[config.mk]
export PLATFORM = sky130hd
export DESIGN_NAME = dmem_lsu
export DESIGN_NICKNAME = d
export VERILOG_FILES = /design/src/rtl/dmem_lsu.sv
export SDC_FILE = /design/constraint.sdc
export NUM_CORES = 1
export LEC_CHECK = 0
export ABC_AREA = 1
export BUFFER_PORTS_ARGS = -buffer_cell sky130_fd_sc_hd__buf_2
export CELL_PAD_IN_SITES_DETAIL_PLACEMENT = 0
export CELL_PAD_IN_SITES_GLOBAL_PLACEMENT = 1
export CORE_MARGIN = 1
export CORE_UTILIZATION = 38
export DETAILED_ROUTE_END_ITERATION = 7
export PLACE_DENSITY_LB_ADDON = 0.1
export REMOVE_ABC_BUFFERS = 1
export SLEW_MARGIN = 10
export SYNTH_ARGS = -nofsm -noshare
export SYNTH_HDL_FRONTEND = slang
export SYNTH_SLANG_ARGS = --single-unit
[constraint.sdc]
create_clock -name clk -period 6.8 [get_ports clk]
set_input_delay 1.36 -clock clk [delete_from_list [all_inputs] [get_ports clk]]
set_output_delay 1.36 -clock clk [all_outputs]
set_load 0.1 [all_outputs]
[src/rtl/dmem_lsu.sv]
// dmem_lsu: load/store initiator between the MEM stage and a word-wide data RAM
// with a 1-cycle registered read. Handles byte/half/word loads with sign or zero
// extension, sub-word stores by read-modify-write, and flags bad accesses.
// Optional feature macro: LSU_BOUNDS_CHECK_EN (reject addresses past DEPTH_WORDS).
module dmem_lsu #(
  parameter int unsigned DEPTH_WORDS = 1024
) (
  input  logic        clk,
  input  logic        rst,
  input  logic        req_valid,
  output logic        req_ready,
  input  logic        req_we,
  input  logic [1:0]  req_size,
  input  logic        req_unsigned,
  input  logic [31:0] req_addr,
  input  logic [31:0] req_wdata,
  output logic        resp_valid,
  output logic [31:0] resp_rdata,
  output logic        resp_err,
  output logic        mem_wen,
  output logic        mem_ren,
  output logic [31:0] mem_addr,
  output logic [31:0] mem_wdata,
  input  logic [31:0] mem_rdata
);

  localparam logic [1:0] SZ_BYTE = 2'b00;
  localparam logic [1:0] SZ_HALF = 2'b01;
  localparam logic [1:0] SZ_WORD = 2'b10;

`ifdef LSU_BOUNDS_CHECK_EN
  localparam bit BOUNDS_EN = 1'b1;
`else
  localparam bit BOUNDS_EN = 1'b0;
`endif

  typedef enum logic [2:0] {IDLE, RD, RDWAIT, WR, RESP} state_t;

  state_t      state, state_nxt;

  logic        lat_we;
  logic [1:0]  lat_size;
  logic        lat_unsigned;
  logic [31:0] lat_addr;
  logic [15:0] lat_wdata;

  logic        req_ready_nxt;
  logic        resp_valid_nxt;
  logic [31:0] resp_rdata_nxt;
  logic        resp_err_nxt;
  logic        mem_wen_nxt;
  logic        mem_ren_nxt;
  logic [31:0] mem_addr_nxt;
  logic [31:0] mem_wdata_nxt;

  logic        accept_c;
  logic        oob_c;
  logic        req_err_c;
  logic [7:0]  rd_byte_c;
  logic [15:0] rd_half_c;
  logic [31:0] load_ext_c;
  logic [31:0] merged_c;

  assign accept_c = req_valid && req_ready;

  // Range check folds away when the bounds feature is compiled out.
  assign oob_c = BOUNDS_EN && (32'(req_addr[31:2]) >= DEPTH_WORDS);

  // Request error: illegal size, misaligned half/word, or out of range.
  always_comb begin
    req_err_c = 1'b0;
    case (req_size)
      SZ_BYTE: req_err_c = 1'b0;
      SZ_HALF: req_err_c = req_addr[0];
      SZ_WORD: req_err_c = (req_addr[1:0] != 2'b00);
      default: req_err_c = 1'b1;
    endcase
    if (oob_c) req_err_c = 1'b1;
  end

  // Lane selection and extension of the RAM read word for loads.
  always_comb begin
    rd_byte_c  = mem_rdata[{lat_addr[1:0], 3'b000} +: 8];
    rd_half_c  = lat_addr[1] ? mem_rdata[31:16] : mem_rdata[15:0];
    load_ext_c = mem_rdata;
    case (lat_size)
      SZ_BYTE: load_ext_c = lat_unsigned ? {24'h0, rd_byte_c}
                                         : {{24{rd_byte_c[7]}}, rd_byte_c};
      SZ_HALF: load_ext_c = lat_unsigned ? {16'h0, rd_half_c}
                                         : {{16{rd_half_c[15]}}, rd_half_c};
      default: load_ext_c = mem_rdata;
    endcase
  end

  // Merge store data into the read word at the addressed lane.
  always_comb begin
    merged_c = mem_rdata;
    if (lat_size == SZ_BYTE) begin
      merged_c[{lat_addr[1:0], 3'b000} +: 8] = lat_wdata[7:0];
    end else begin
      merged_c[{lat_addr[1], 4'b0000} +: 16] = lat_wdata;
    end
  end

  // State register.
  always_ff @(posedge clk or posedge rst) begin
    if (rst) state <= IDLE;
    else     state <= state_nxt;
  end

  // Next state and next values of every registered output.
  always_comb begin
    state_nxt      = state;
    resp_valid_nxt = 1'b0;
    resp_rdata_nxt = 32'h0;
    resp_err_nxt   = 1'b0;
    mem_wen_nxt    = 1'b0;
    mem_ren_nxt    = 1'b0;
    mem_addr_nxt   = 32'h0;
    mem_wdata_nxt  = 32'h0;
    case (state)
      IDLE: begin
        if (accept_c) begin
          if (req_err_c) begin
            state_nxt      = RESP;
            resp_valid_nxt = 1'b1;
            resp_err_nxt   = 1'b1;
          end else if (req_we && (req_size == SZ_WORD)) begin
            state_nxt     = WR;
            mem_wen_nxt   = 1'b1;
            mem_addr_nxt  = {req_addr[31:2], 2'b00};
            mem_wdata_nxt = req_wdata;
          end else begin
            state_nxt    = RD;
            mem_ren_nxt  = 1'b1;
            mem_addr_nxt = {req_addr[31:2], 2'b00};
          end
        end
      end
      RD: state_nxt = RDWAIT;
      RDWAIT: begin
        if (lat_we) begin
          state_nxt     = WR;
          mem_wen_nxt   = 1'b1;
          mem_addr_nxt  = {lat_addr[31:2], 2'b00};
          mem_wdata_nxt = merged_c;
        end else begin
          state_nxt      = RESP;
          resp_valid_nxt = 1'b1;
          resp_rdata_nxt = load_ext_c;
        end
      end
      WR: begin
        state_nxt      = RESP;
        resp_valid_nxt = 1'b1;
      end
      RESP: state_nxt = IDLE;
      default: state_nxt = IDLE;
    endcase
    req_ready_nxt = (state_nxt == IDLE);
  end

  // Registered outputs; reset clears any in-flight RAM strobe immediately.
  always_ff @(posedge clk or posedge rst) begin
    if (rst) begin
      req_ready  <= 1'b1;
      resp_valid <= 1'b0;
      resp_rdata <= 32'h0;
      resp_err   <= 1'b0;
      mem_wen    <= 1'b0;
      mem_ren    <= 1'b0;
      mem_addr   <= 32'h0;
      mem_wdata  <= 32'h0;
    end else begin
      req_ready  <= req_ready_nxt;
      resp_valid <= resp_valid_nxt;
      resp_rdata <= resp_rdata_nxt;
      resp_err   <= resp_err_nxt;
      mem_wen    <= mem_wen_nxt;
      mem_ren    <= mem_ren_nxt;
      mem_addr   <= mem_addr_nxt;
      mem_wdata  <= mem_wdata_nxt;
    end
  end

  // Request fields captured on acceptance.
  always_ff @(posedge clk or posedge rst) begin
    if (rst) begin
      lat_we       <= 1'b0;
      lat_size     <= 2'b00;
      lat_unsigned <= 1'b0;
      lat_addr     <= 32'h0;
      lat_wdata    <= 16'h0;
    end else if (accept_c) begin
      lat_we       <= req_we;
      lat_size     <= req_size;
      lat_unsigned <= req_unsigned;
      lat_addr     <= req_addr;
      lat_wdata    <= req_wdata[15:0];
    end
  end

endmodule

# Yosys cells after proc, flatten, opt, wreduce, memory -nomap -nowiden
# Cells that the tools add are included.
[word_totals]
elab_cells = 72
regBits = 156
out_inout_bits = 101
[op_classes]
eq_ne = 6
mux = 38
addsub = 2
reduce_logical = 7
n_shift = 5
[op_table]
columns = ["op", "count"]
rows = [
  ["two-way mux 32 bit", 12],
  ["one-hot mux 32 bit (2 select lines)", 3],
  ["bitwise mux 32 bit", 2],
  ["variable shift 16 x 7 -> 32 bit (first input constant)", 1],
  ["variable shift 8 x 7 -> 32 bit (first input constant)", 1],
  ["indexed part select 16 x 7 -> 32 bit", 1],
  ["indexed part select 32 x 6 -> 8 bit", 1],
  ["indexed part select 8 x 7 -> 32 bit", 1],
  ["two-way mux 16 bit", 1],
  ["negator 5 -> 7 bit", 2],
  ["two-way mux 1 bit", 12],
  ["one-hot mux 3 bit (4 select lines)", 1],
  ["two-way mux 3 bit", 3],
  ["== test 3 x 2 -> 1 bit (second input constant)", 2],
  ["zero test 3 bit", 2],
  ["one-hot mux 1 bit (3 select lines)", 2],
  ["== test 2 x 1 -> 1 bit (second input constant)", 2],
  ["zero test 2 bit", 2],
  ["== test 3 x 1 -> 1 bit (second input constant)", 1],
  ["== test 2 bit (second input constant)", 1],
  ["logical AND 1 bit", 2],
  ["two-way mux 2 bit", 1],
  ["one-hot mux 1 bit (2 select lines)", 1],
  ["nonzero test 2 bit", 1],
]

# Depth between registers and ports, before layout
[depth]
word_depth = 7
depth_mapped = 11
mapped_depth_nobuf = 7

# Worst setup path after synthesis
# OpenSTA, ideal clock, no wires.
[synth_timing]
path_kind = "register -> output"
startpoint = "register mem_addr[10]"
endpoint = "output port mem_addr[10]"
t_arrival_ns = 0.883
n_path_buf = 0
path_slack_ns = 4.557
stages_incl_launch_ff = 1
cell_sequence = "dfrtp_1"
[synth_rtl]
columns = ["item", "line_no", "source"]
rows = [
  ["start, declared", "22", "output logic [31:0] mem_addr,"],
  ["start signal, assigned", "181", "mem_addr <= mem_addr_nxt;"],
]
# No word-level cell between the ends.

# Worst setup path after layout
[layout_timing]
startpoint = "register lat_addr[1]"
endpoint = "register mem_wdata[3]"
[layout_via]
elab_chain_cells = 6
[layout_lines]
columns = ["item", "line_no", "source"]
rows = [
  ["start, declared", "44", "logic [31:0] lat_addr;"],
  ["start signal, assigned", "198", "lat_addr <= req_addr;"],
  ["negator 5 -> 7 bit (on tied branches)", "101, 99", ""],
  ["indexed part select 16 x 7 -> 32 bit, or another cell as far along", "101", "merged_c[{lat_addr[1], 4'b0000} +: 16] = lat_wdata;"],
  ["bitwise mux 32 bit (on tied branches)", "101, 99", ""],
  ["two-way mux 32 bit (*)", "98", "if (lat_size == SZ_BYTE) begin"],
  ["two-way mux 32 bit (*)", "142", "if (lat_we) begin"],
  ["one-hot mux 32 bit (2 select lines) (*)", "121", "case (state)"],
  ["named net mem_wdata_nxt[3]", "54", "logic [31:0] mem_wdata_nxt;"],
  ["end signal, assigned", "182", "mem_wdata <= mem_wdata_nxt;"],
  ["end, declared", "23", "output logic [31:0] mem_wdata,"],
]
# Mark *: on every way through the listed nets, which the timed path passes. The rest lies on a longest branch.
# A chain may end at the register's enable or synchronous reset.

==> run summary <==
The flow ran to the end, and the final reports show no timing, DRC or antenna violations. The path class of the tightest hold or removal check is register to register. The fraction of registers with async set or reset after synthesis is 1.00.

The core region is 0.0187 mm^2. The sum of negative setup slack came out at 0 ns. Entering global routing, the biggest net connects 101 pins. The setup violation total in the final timing report is 0. The first routing iteration left 393 violations. Summed over all layers, the global routing overflow is 0. The latest clock arrival within the worst-skew pair is 0.43 ns. The final count of hold timing violations is 0. The initial standard-cell utilization of the core is 0.387. The count of final max-slew check failures came to 0. The launching instance or port of the critical path is lat_addr[1]. On the worst path, the slowest cell contributes a delay of 0.68 ns. The layer with the highest usage after global routing is met2. The pin slew with the least headroom to its limit came out at 0.999 ns. The clock-pin slew of the registers on the worst-case setup and hold paths came out at 0.07 ns. The overall die height is 140 um. The number of nets in the layout came out at 1,148. In this run the worst path has a maximum fanout of 57. The fraction of the core area covered by cells at the end of the flow came out at 0.478.

The worst clock skew came out at 0.00964 ns. The maximum achievable frequency is 338 MHz. The Yosys step of the flow raised 0 warnings. By startpoint and endpoint, the worst setup path is classified as register to register.

The sequential element share of the synthesized area came out at 0.533. The post-cts resize count came out at 0. The final standard cell count with taps included and fillers excluded is 1,288. Counting instances in the post-synthesis netlist gives the leading cell types as 173 x nand2_1, 165 x o21ai_0, 153 x dfrtp_1, 90 x a21oi_1, 83 x inv_1. The total wire length after detailed routing came out at 21.8 mm. The reported max-cap violation count came out at 0. The power per cell area came out at 514 mW/mm^2. The part of the cycle the worst path needs came out at 0.435. The highest-delay cell along the critical path is inv_2. The total CTS buffers came out at 17. The kind of capture point of the worst setup path is a register.

The arrival time of the worst setup path is 3.31 ns. After floorplanning, the core was divided into 50 placement rows. Setup repair after global routing left no endpoint under its margin. The hold buffer count at CTS came out at 0. The global-route track usage on met1 is 0.313.

The most common cell in the synthesized netlist is nand2_1. The number of top-level design ports came out at 204. The initial antenna violation count came out at 3.

The instance count of the mapped netlist came out at 867. The count of unique library cells instantiated by Yosys is 32. The maximum ir drop on the vdd rail is 292 uV.

The remaining design rule violation count is 0. The beginning of the worst register-to-register path is lat_addr[1]. The iteration count of the initial detailed-routing pass came out at 5. The biggest area consumer among synthesized cells is dfrtp_1. The routed via count divided by cell count is 5.06. The die is 140 um wide. The post-detailed-placement half-perimeter wirelength came out at 14.4 mm. The fraction of post-synthesis cell area in the top cell type by area is 0.529. In this run the remaining antenna-violating nets after routing total 0. For this run, the leading register cell type out of synthesis is dfrtp_1. Averaged over all synthesized cells, the footprint is 8.35 um^2. Clock tree synthesis selected as its root buffer the cell clkbuf_16. The final period demand of the worst path came out at 2.96 ns. The layout overhead on the synthesized area came out at 23.5%. The headroom to the max-slew limit came out at 0.334.

In this run the static leakage power is 4.81 nW. The cell area that synthesis handed to floorplanning was 0.00724 mm^2. The die covers 0.0196 mm^2. The wire length per cell came out at 16.9 um. The number of global-route vias before repair came out at 6,014. Walking the worst path, the cells encountered are buf_4 -> inv_2 -> ha_1 -> nor3b_2 -> a21oi_1 -> o21ai_1. The element type at the critical path start is a register. The last weighted congestion value of the routability-driven placer is 0.834. The met3 global-route usage is 0.0550.

The number of clock sinks is 154. The H-tree generated during clock tree synthesis spans 4 levels. Counting tap cells, the placed design contains a total of 1,255 instances. The global-route wire length before repair is 34.1 mm.

The setup fix buffers added after clock tree synthesis is 0. In this run the most critical hold path is launched from lat_addr[19]. The register bit total from synthesis is 154. At the worst endpoint, the required time is 7.15 ns. The count of input and output buffers is 201.

The CTS tree is built. The total via count in the routed design came out at 6,511. The met2 capacity usage during global routing is 0.353. Counting flops with a built-in enable in the synthesized netlist gives 0.

Of the cells placed in the final design, the portion with a size suffix greater than 1 is 0.248. In the post-synthesis netlist, the biggest area contributors are dfrtp_1 53%, o21ai_0 11%, nand2_1 9.0%. The global-route usage over all layers is 0.229. Counting along the longest clock path gives a buffer depth of 2.
[registers in the layout, summed over array words and instances, names as in the netlist, 2 cells and up]
register and cells:
lat_addr 32, lat_size 2, lat_wdata 16, mem_addr 30, mem_wdata 32, resp_rdata 32
state 3
[worst paths after layout]
check	slack, ns	end	cells after the start
max reg2reg	3.84	mem_wdata[3]	6
min reg2reg	0.48	mem_addr[19]	2
max in group asynchronous	4.30	lat_addr[22]	3
max	3.84	mem_wdata[3]	6
min	0.48	mem_addr[19]	2
min in group asynchronous	1.03	mem_wdata[8]	2
[metrics by stage]
stage               area (um^2)  setup WS, ns  hold WS, ns  power [mW]
finish                     8940          3.84        0.482        4.59
global route               8940          3.68        0.500        4.87
CTS                        8940          3.91        0.486        4.62
detailed placement         8310          3.66        0.471        3.60
global placement           8310          3.72        0.461        3.59
floorplan                  6970          1.29        0.453        3.05
[cells in the final DEF (no fill, tap or decap), types with 3 or more instances in the layout]
cell and instances:
ha_1 5, inv_2 6, mux2_2 5, o31ai_1 3
inv_1 82, buf_4 4, nand3_1 52, o21ai_0 165
o211ai_1 10, dfrtp_1 153, clkbuf_16 17, bufinv_16 3
o221ai_1 4, inv_6 5, nor2_1 39, o21ai_1 8
o22ai_1 3, nor3_1 3, nand2_1 172, a21oi_1 90
buf_2 201
[cells by family (layout without fill, tap and decap cells)]
group                      count (synthesis)  count (layout)  share of synthesized area
AOI/OAI and AO/OA                        284             284                      0.204
adders and majority gates                  5               5                    0.00864
buffers and inverters                    142             327                     0.0840
DFF                                      154             154                      0.533
muxes                                      5               5                    0.00778
other                                      1               3                   0.000518
and+or+nand+nor                          276             276                      0.162
[worst max-delay path, delay by kind of cell, from the launching register on]
kind / cells / cell delay (ns)
AOI/OAI and AO/OA: 2 / 0.33
DFF: 1 / 0.35
buffers and inverters: 2 / 0.99
adders and majority gates: 1 / 0.52
and+or+nand+nor: 1 / 0.67
[power breakdown]
group / internal [mW] / switching (mW)
logic: 0.459 / 1.77
clock network: 0.598 / 0.410
registers: 1.19 / 0.166
total: 2.24 / 2.35
[layout make-up]
type / instances / area, um^2
repair buffers: 205 / 1040
clock inverters: 14 / 185
well taps: 234 / 293
fillers: 1897 / 9770
multi-input cells: 572 / 2790
inverters: 90 / 343
flip-flops and latches: 154 / 3850
diodes: 1 / 2.50
clock buffers: 18 / 439
[layer usage]
metal,share of wire,vias to the layer above
met5,0.0012,-
met4,0.020,6
met3,0.059,34
met2,0.46,213
met1,0.46,3042
li1,-,3216
(Power assumes the default switching activity.)
